[config.mk]
export PLATFORM = sky130hd
export DESIGN_NAME = bpu_table_ctrl
export DESIGN_NICKNAME = d
export VERILOG_FILES = /design/src/rtl/bpu_table_ctrl_pkg.sv /design/src/rtl/bpu_upd_fifo.sv /design/src/rtl/bpu_table_ctrl.sv
export SDC_FILE = /design/constraint.sdc
export NUM_CORES = 1
export LEC_CHECK = 0
export BUFFER_PORTS_ARGS = -buffer_cell sky130_fd_sc_hd__buf_4
export CAP_MARGIN = 10
export CORE_MARGIN = 3
export CORE_UTILIZATION = 40
export CTS_BUF_LIST = sky130_fd_sc_hd__clkbuf_2 sky130_fd_sc_hd__clkbuf_4 sky130_fd_sc_hd__clkbuf_8
export DETAILED_ROUTE_END_ITERATION = 12
export GPL_TIMING_DRIVEN = 1
export PLACE_DENSITY = 0.66
export SLEW_MARGIN = 30
export SYNTH_ARGS = -nofsm -noshare
export SYNTH_HDL_FRONTEND = slang
export SYNTH_HIERARCHICAL = 1
export SYNTH_SLANG_ARGS = --single-unit
export TNS_END_PERCENT = 100
[constraint.sdc]
create_clock -name clk_i -period 5.3 [get_ports clk_i]
set_input_delay 0.795 -clock clk_i [delete_from_list [all_inputs] [get_ports clk_i]]
set_output_delay 0.795 -clock clk_i [all_outputs]
set_load 0.005 [all_outputs]
[src/rtl/bpu_table_ctrl_pkg.sv]
// Shared types and constants for the branch-predictor table write-port controller.
// The BHT and BTB use the same index/tag slices defined here.
package bpu_table_ctrl_pkg;

   localparam int IDX_W  = 6;
   localparam int TAG_W  = 8;
   localparam int QDEPTH = 2;

   typedef enum logic [1:0] {
      ST_INIT  = 2'd0,
      ST_IDLE  = 2'd1,
      ST_FLUSH = 2'd2
   } state_e;

   // Only the slices the tables consume are queued, not the whole PC.
   typedef struct packed {
      logic [IDX_W-1:0] idx;
      logic [TAG_W-1:0] tag;
      logic             taken;
      logic [31:0]      target;
   } upd_entry_t;

   localparam int ENTRY_W = $bits(upd_entry_t);

   function automatic logic [IDX_W-1:0] pc_idx(input logic [31:0] pc);
      return pc[IDX_W+1:2];
   endfunction

   function automatic logic [TAG_W-1:0] pc_tag(input logic [31:0] pc);
      return pc[IDX_W+TAG_W+1:IDX_W+2];
   endfunction

endpackage

[src/rtl/bpu_upd_fifo.sv]
// Small synchronous FIFO holding resolved-branch updates; sync clear drops all entries.
module bpu_upd_fifo #(
   parameter int DEPTH = 2,
   parameter int W     = 8
) (
   input  logic         clk_i,
   input  logic         rst_i,
   input  logic         clr_i,
   input  logic         push_i,
   input  logic [W-1:0] din_i,
   input  logic         pop_i,
   output logic [W-1:0] dout_o,
   output logic         full_o,
   output logic         empty_o
);
   localparam int AW = $clog2(DEPTH);

   logic [AW:0]  wr_ptr_q, rd_ptr_q;
   logic [W-1:0] mem_q [DEPTH];
   logic         do_push, do_pop;

   // Extra pointer bit distinguishes full from empty when the low bits match.
   assign empty_o = (wr_ptr_q == rd_ptr_q);
   assign full_o  = (wr_ptr_q[AW] != rd_ptr_q[AW]) && (wr_ptr_q[AW-1:0] == rd_ptr_q[AW-1:0]);
   assign do_push = push_i && !full_o && !clr_i;
   assign do_pop  = pop_i && !empty_o && !clr_i;
   assign dout_o  = mem_q[rd_ptr_q[AW-1:0]];

   always_ff @(posedge clk_i or posedge rst_i) begin
      if (rst_i) begin
         wr_ptr_q <= '0;
         rd_ptr_q <= '0;
      end else if (clr_i) begin
         wr_ptr_q <= '0;
         rd_ptr_q <= '0;
      end else begin
         if (do_push) wr_ptr_q <= wr_ptr_q + (AW+1)'(1);
         if (do_pop)  rd_ptr_q <= rd_ptr_q + (AW+1)'(1);
      end
   end

   always_ff @(posedge clk_i) begin
      if (do_push) mem_q[wr_ptr_q[AW-1:0]] <= din_i;
   end

endmodule

[src/rtl/bpu_table_ctrl.sv]
// Single write port of the BHT/BTB: clears every entry after reset or flush,
// otherwise drains queued branch-resolution updates one per cycle.
//
// state | meaning
// INIT  | post-reset walk, one clear write per cycle
// IDLE  | tables valid, pop and write queued updates
// FLUSH | requested walk, identical to INIT
module bpu_table_ctrl
   import bpu_table_ctrl_pkg::*;
(
   input  logic             clk_i,
   input  logic             rst_i,
   input  logic             flush_req_i,
   input  logic             upd_valid_i,
   output logic             upd_ready_o,
   input  logic [31:0]      upd_pc_i,
   input  logic             upd_taken_i,
   input  logic [31:0]      upd_target_i,
   output logic             wr_en_o,
   output logic             wr_clear_o,
   output logic [IDX_W-1:0] wr_idx_o,
   output logic [TAG_W-1:0] wr_tag_o,
   output logic             wr_taken_o,
   output logic [31:0]      wr_target_o,
   output logic             busy_o
);
   state_e           state_q, state_d;
   logic [IDX_W-1:0] walk_cnt_q, walk_cnt_d;
   logic             wr_en_q, wr_en_d, wr_clear_q, wr_clear_d;
   logic [IDX_W-1:0] wr_idx_q, wr_idx_d;
   logic [TAG_W-1:0] wr_tag_q, wr_tag_d;
   logic             wr_taken_q, wr_taken_d;
   logic [31:0]      wr_target_q, wr_target_d;

   logic             fifo_full, fifo_empty, fifo_pop, fifo_push;
   upd_entry_t       push_ent, head_ent;
   logic [ENTRY_W-1:0] head_raw;

   // rst_i gates ready so nothing is acknowledged while the block is held in reset.
   assign upd_ready_o = !rst_i && !fifo_full && !flush_req_i;
   assign fifo_push   = upd_valid_i && upd_ready_o;

   assign push_ent.idx    = pc_idx(upd_pc_i);
   assign push_ent.tag    = pc_tag(upd_pc_i);
   assign push_ent.taken  = upd_taken_i;
   assign push_ent.target = upd_target_i;
   assign head_ent        = upd_entry_t'(head_raw);

   bpu_upd_fifo #(
      .DEPTH (QDEPTH),
      .W     (ENTRY_W)
   ) u_fifo (
      .clk_i   (clk_i),
      .rst_i   (rst_i),
      .clr_i   (flush_req_i),
      .push_i  (fifo_push),
      .din_i   (push_ent),
      .pop_i   (fifo_pop),
      .dout_o  (head_raw),
      .full_o  (fifo_full),
      .empty_o (fifo_empty)
   );

   always_comb begin
      state_d     = state_q;
      walk_cnt_d  = walk_cnt_q;
      wr_en_d     = 1'b0;
      wr_clear_d  = 1'b0;
      wr_idx_d    = '0;
      wr_tag_d    = '0;
      wr_taken_d  = 1'b0;
      wr_target_d = '0;
      fifo_pop    = 1'b0;
      if (flush_req_i) begin
         state_d    = ST_FLUSH;
         walk_cnt_d = '0;
      end else begin
         case (state_q)
            ST_INIT, ST_FLUSH: begin
               wr_en_d    = 1'b1;
               wr_clear_d = 1'b1;
               wr_idx_d   = walk_cnt_q;
               walk_cnt_d = walk_cnt_q + IDX_W'(1);
               if (walk_cnt_q == '1) state_d = ST_IDLE;
            end
            ST_IDLE: begin
               if (!fifo_empty) begin
                  fifo_pop    = 1'b1;
                  wr_en_d     = 1'b1;
                  wr_idx_d    = head_ent.idx;
                  wr_tag_d    = head_ent.tag;
                  wr_taken_d  = head_ent.taken;
                  wr_target_d = head_ent.target;
               end
            end
            default: state_d = ST_INIT;
         endcase
      end
   end

   always_ff @(posedge clk_i or posedge rst_i) begin
      if (rst_i) begin
         state_q     <= ST_INIT;
         walk_cnt_q  <= '0;
         wr_en_q     <= 1'b0;
         wr_clear_q  <= 1'b0;
         wr_idx_q    <= '0;
         wr_tag_q    <= '0;
         wr_taken_q  <= 1'b0;
         wr_target_q <= '0;
      end else begin
         state_q     <= state_d;
         walk_cnt_q  <= walk_cnt_d;
         wr_en_q     <= wr_en_d;
         wr_clear_q  <= wr_clear_d;
         wr_idx_q    <= wr_idx_d;
         wr_tag_q    <= wr_tag_d;
         wr_taken_q  <= wr_taken_d;
         wr_target_q <= wr_target_d;
      end
   end

   assign wr_en_o     = wr_en_q;
   assign wr_clear_o  = wr_clear_q;
   assign wr_idx_o    = wr_idx_q;
   assign wr_tag_o    = wr_tag_q;
   assign wr_taken_o  = wr_taken_q;
   assign wr_target_o = wr_target_q;
   assign busy_o      = (state_q != ST_IDLE);

endmodule

==> results.md <==
- Power Dens Cells: 329.8 nW/um^2
- Post-synthesis xor/xnor area fraction: 1.207%
- Synth Cell Area: 5702 um^2
- Synth async-reset ratio: 39.35%
- Layout Nets: 514
- Clock Latency Late Sink: 0.44 ns
- Status: completed
- Synth cell count leaders: 94 x edfxtp_1, 61 x dfrtp_1, 47 x mux2_2
- Crit-path cells: buf_4, xor2_1, nor2_1, nor3_1, and2_1, and3_2, buf_4
- Yosys warns: 6
- Switch Pwr: 0.4606 mW
- Yosys top cell area share: 49.51%
- Yosys top cell by area: edfxtp_1
- Synthesized area per cell: 17.12 um^2
- Relative max-transition margin: 49.26%
- Final worst-path cycle share: 59.60%
- Comb power frac: 3.1%
- Yosys cell types: 37
- Top FF cell, synth: edfxtp_1
- CP Data Arrival Time: 3.27 ns
- Clock Tree Root: clkbuf_8
- Crit path launch type: flop
- Die height: 125.4 um
- Crit path max fanout: 55
- Die width: 125.4 um
- Setup CP Type: reg -> reg
- Final hold vios: 0
- Clock tree sinks: 155
- DRC: 0
- Max Clk Rate: 316.6 MHz
- Final WL: 10.28 mm
- PortBufs: 101
- Drt first pass iters: 5
- Final Skew: 0.009681 ns
- Vias in the first global route: 3217
- Post-synthesis mux area share: 9.458%
- Post-synthesis sequential area ratio: 76.28%
- Via count: 2971
- Number of diodes: 0
- # setup viols final: 0
- Max-cap violations: 0
- Slowest stage delay, CP: 0.71 ns
- CTS tree: yes
- Initial Util: 41.89%
- Initial antenna violation count: 0
- P_leak: 2.934 nW
- Max clock buf depth: 2
- Ports: 120
- Syn_nets: 403
- Area of the die: 15720 um^2
- Max-slew violations: 0
- WP buf/inv: 2
- Largest net degree at the start of global routing: 56
- Routed Antenna Nets: 0
- H-tree levels: 4
- Top-count cell post-synth: edfxtp_1
- RSZ-0062 raised after global routing: no
- Share of cells above drive strength 1: 42.89%
- Slew of the pin with the lowest slew margin: 0.7612 ns
- RD Place Congestion: 0.7141
- Top cells by area, synth: edfxtp_1 50%, dfrtp_1 27%, mux2_2 9.3%
- Core Box Area: 13610 um^2
- Global-route wire length before repair: 16.70 mm
- Post-synthesis cell count: 333
- Final core utilization: 52.18%
- Setup TNS: 0 ns
- Sw Ratio: 19.66%
- Max VDD drop: 0.1712 mV
- Req. time, crit path: 5.41 ns
- Synth Register Bits: 155
- Post-synthesis adder-cell area fraction: 0.2194%
- Grt total ovfl: 0
- Drt wl/cell: 16.25 um
- Layout overhead on the synthesized area: 24.56%
- Internal power: 1.882 mW
- Largest delay share family, worst path: simple AND/OR/NAND/NOR gates
- Post-CTS setup buffers: 0
- Post-synth EDFFs: 94
- Hpwl dp: 6.118 mm
- CP dominant cell by count: buf_4
- Clock Pin Slew Worst Setup and Hold Paths: 0.08 ns
- Cell row count: 42
- CTS buffer count: 17
- Min-delay worst type: in -> async
- Critical Path End Type: flop
- # resized after CTS: 0
- Largest family of logic cells by synthesized area: multiplexers
- CTS Hold Bufs: 0
- Total Routing Usage GR: 13.85%
- DR vias/cell: 4.694
- Iteration-0 DRC Markers: 216
- Share of power burned in registers: 55.6%
- Synth Area in Simple Gates: 9.019%
- Max stage delay cell, worst path: and3_2
- Synth Area in Compound Gates: 2.304%
- Clock share of power: 41.3%
- Tmin final: 3.159 ns
state kept, by name, indices dropped and copies added, names as in the netlist:
name / flops
state_q: 2
u_fifo/mem_q: 94
u_fifo/rd_ptr_q: 2
wr_target_o: 32
wr_clear_o: 1
wr_idx_o: 6
wr_tag_o: 8
walk_cnt_q: 6
wr_taken_o: 1
u_fifo/wr_ptr_q: 2
wr_en_o: 1
power groups by stage:
stage	Combinational, mW	Clock (mW)	Sequential, mW
4_1_cts	0.0753	0.996	1.30
2_1_floorplan	0.0269	0	1.33
3_3_place_gp	0.0718	0	1.33
6_report	0.0728	0.968	1.30
3_5_place_dp	0.0751	0	1.33
5_1_grt	0.0824	1.05	1.30
worst paths after layout:
path	from	endpoint	slack, ns	cells after the start
worst min-delay path	rst_i	u_fifo/wr_ptr_q[0]	0.26	2
worst min register to register	state_q[1]	state_q[0]	0.52	1
worst max register to register	u_fifo/rd_ptr_q[0]	u_fifo/mem_q[0][4]	2.14	7
min in group clk_i	state_q[1]	state_q[0]	0.52	1
max in group asynchronous	rst_i	wr_target_o[15]	4.02	3
worst max-delay path	u_fifo/rd_ptr_q[0]	u_fifo/mem_q[0][4]	2.14	7
final cells by class:
class	instances	area, um^2
fillers	1099	6509
flip-flops and latches	155	4350
multi-input cells	161	1279
repair buffers	106	795.8
clock buffers	21	276.5
well taps	176	220.2
clock inverters	11	168.9
inverters	3	11.26
kinds of logic after synthesis:
logic type | count (synthesis)
buf+inv | 17
flops | 155
xor+xnor | 7
compound gates | 19
fa+ha+maj | 1
simple gates | 86
mux | 48
stage by stage:
stage | total power, mW | cell area [um^2] | setup WS, ns | hold slack (ns) | cells
2_1_floorplan | 1.354 | 5707 | 1.343 | 0.4758 | 333
3_3_place_gp | 1.399 | 6656 | 2.119 | 0.5008 | 601
3_5_place_dp | 1.403 | 6656 | 2.060 | 0.5184 | 601
4_1_cts | 2.373 | 7102 | 2.046 | 0.2372 | 633
5_1_grt | 2.436 | 7102 | 1.869 | 0.2480 | 633
6_report | 2.343 | 7102 | 2.141 | 0.2647 | 633
cell usage in the layout, fill, tap and decap left out, types with 7 or more instances in the layout:
master    netlist  routed
nand2_1         7       7
and2_1         42      42
a21oi_1         9       9
edfxtp_1       94      94
dfrtp_1        61      60
buf_4           0     106
clkbuf_8        0      19
mux2_2         47      47
nor2_1         12      12
per-layer routing:
layer  part of all wire (%)  GRT usage, %  wire length (um)
met5                      0             0                 0
met4                    1.6         5.357               167
met3                    6.1         5.458               623
met2                     48         21.92              4935
met1                     44         17.24              4558
No activity file was read; power rests on OpenSTA's default activity.
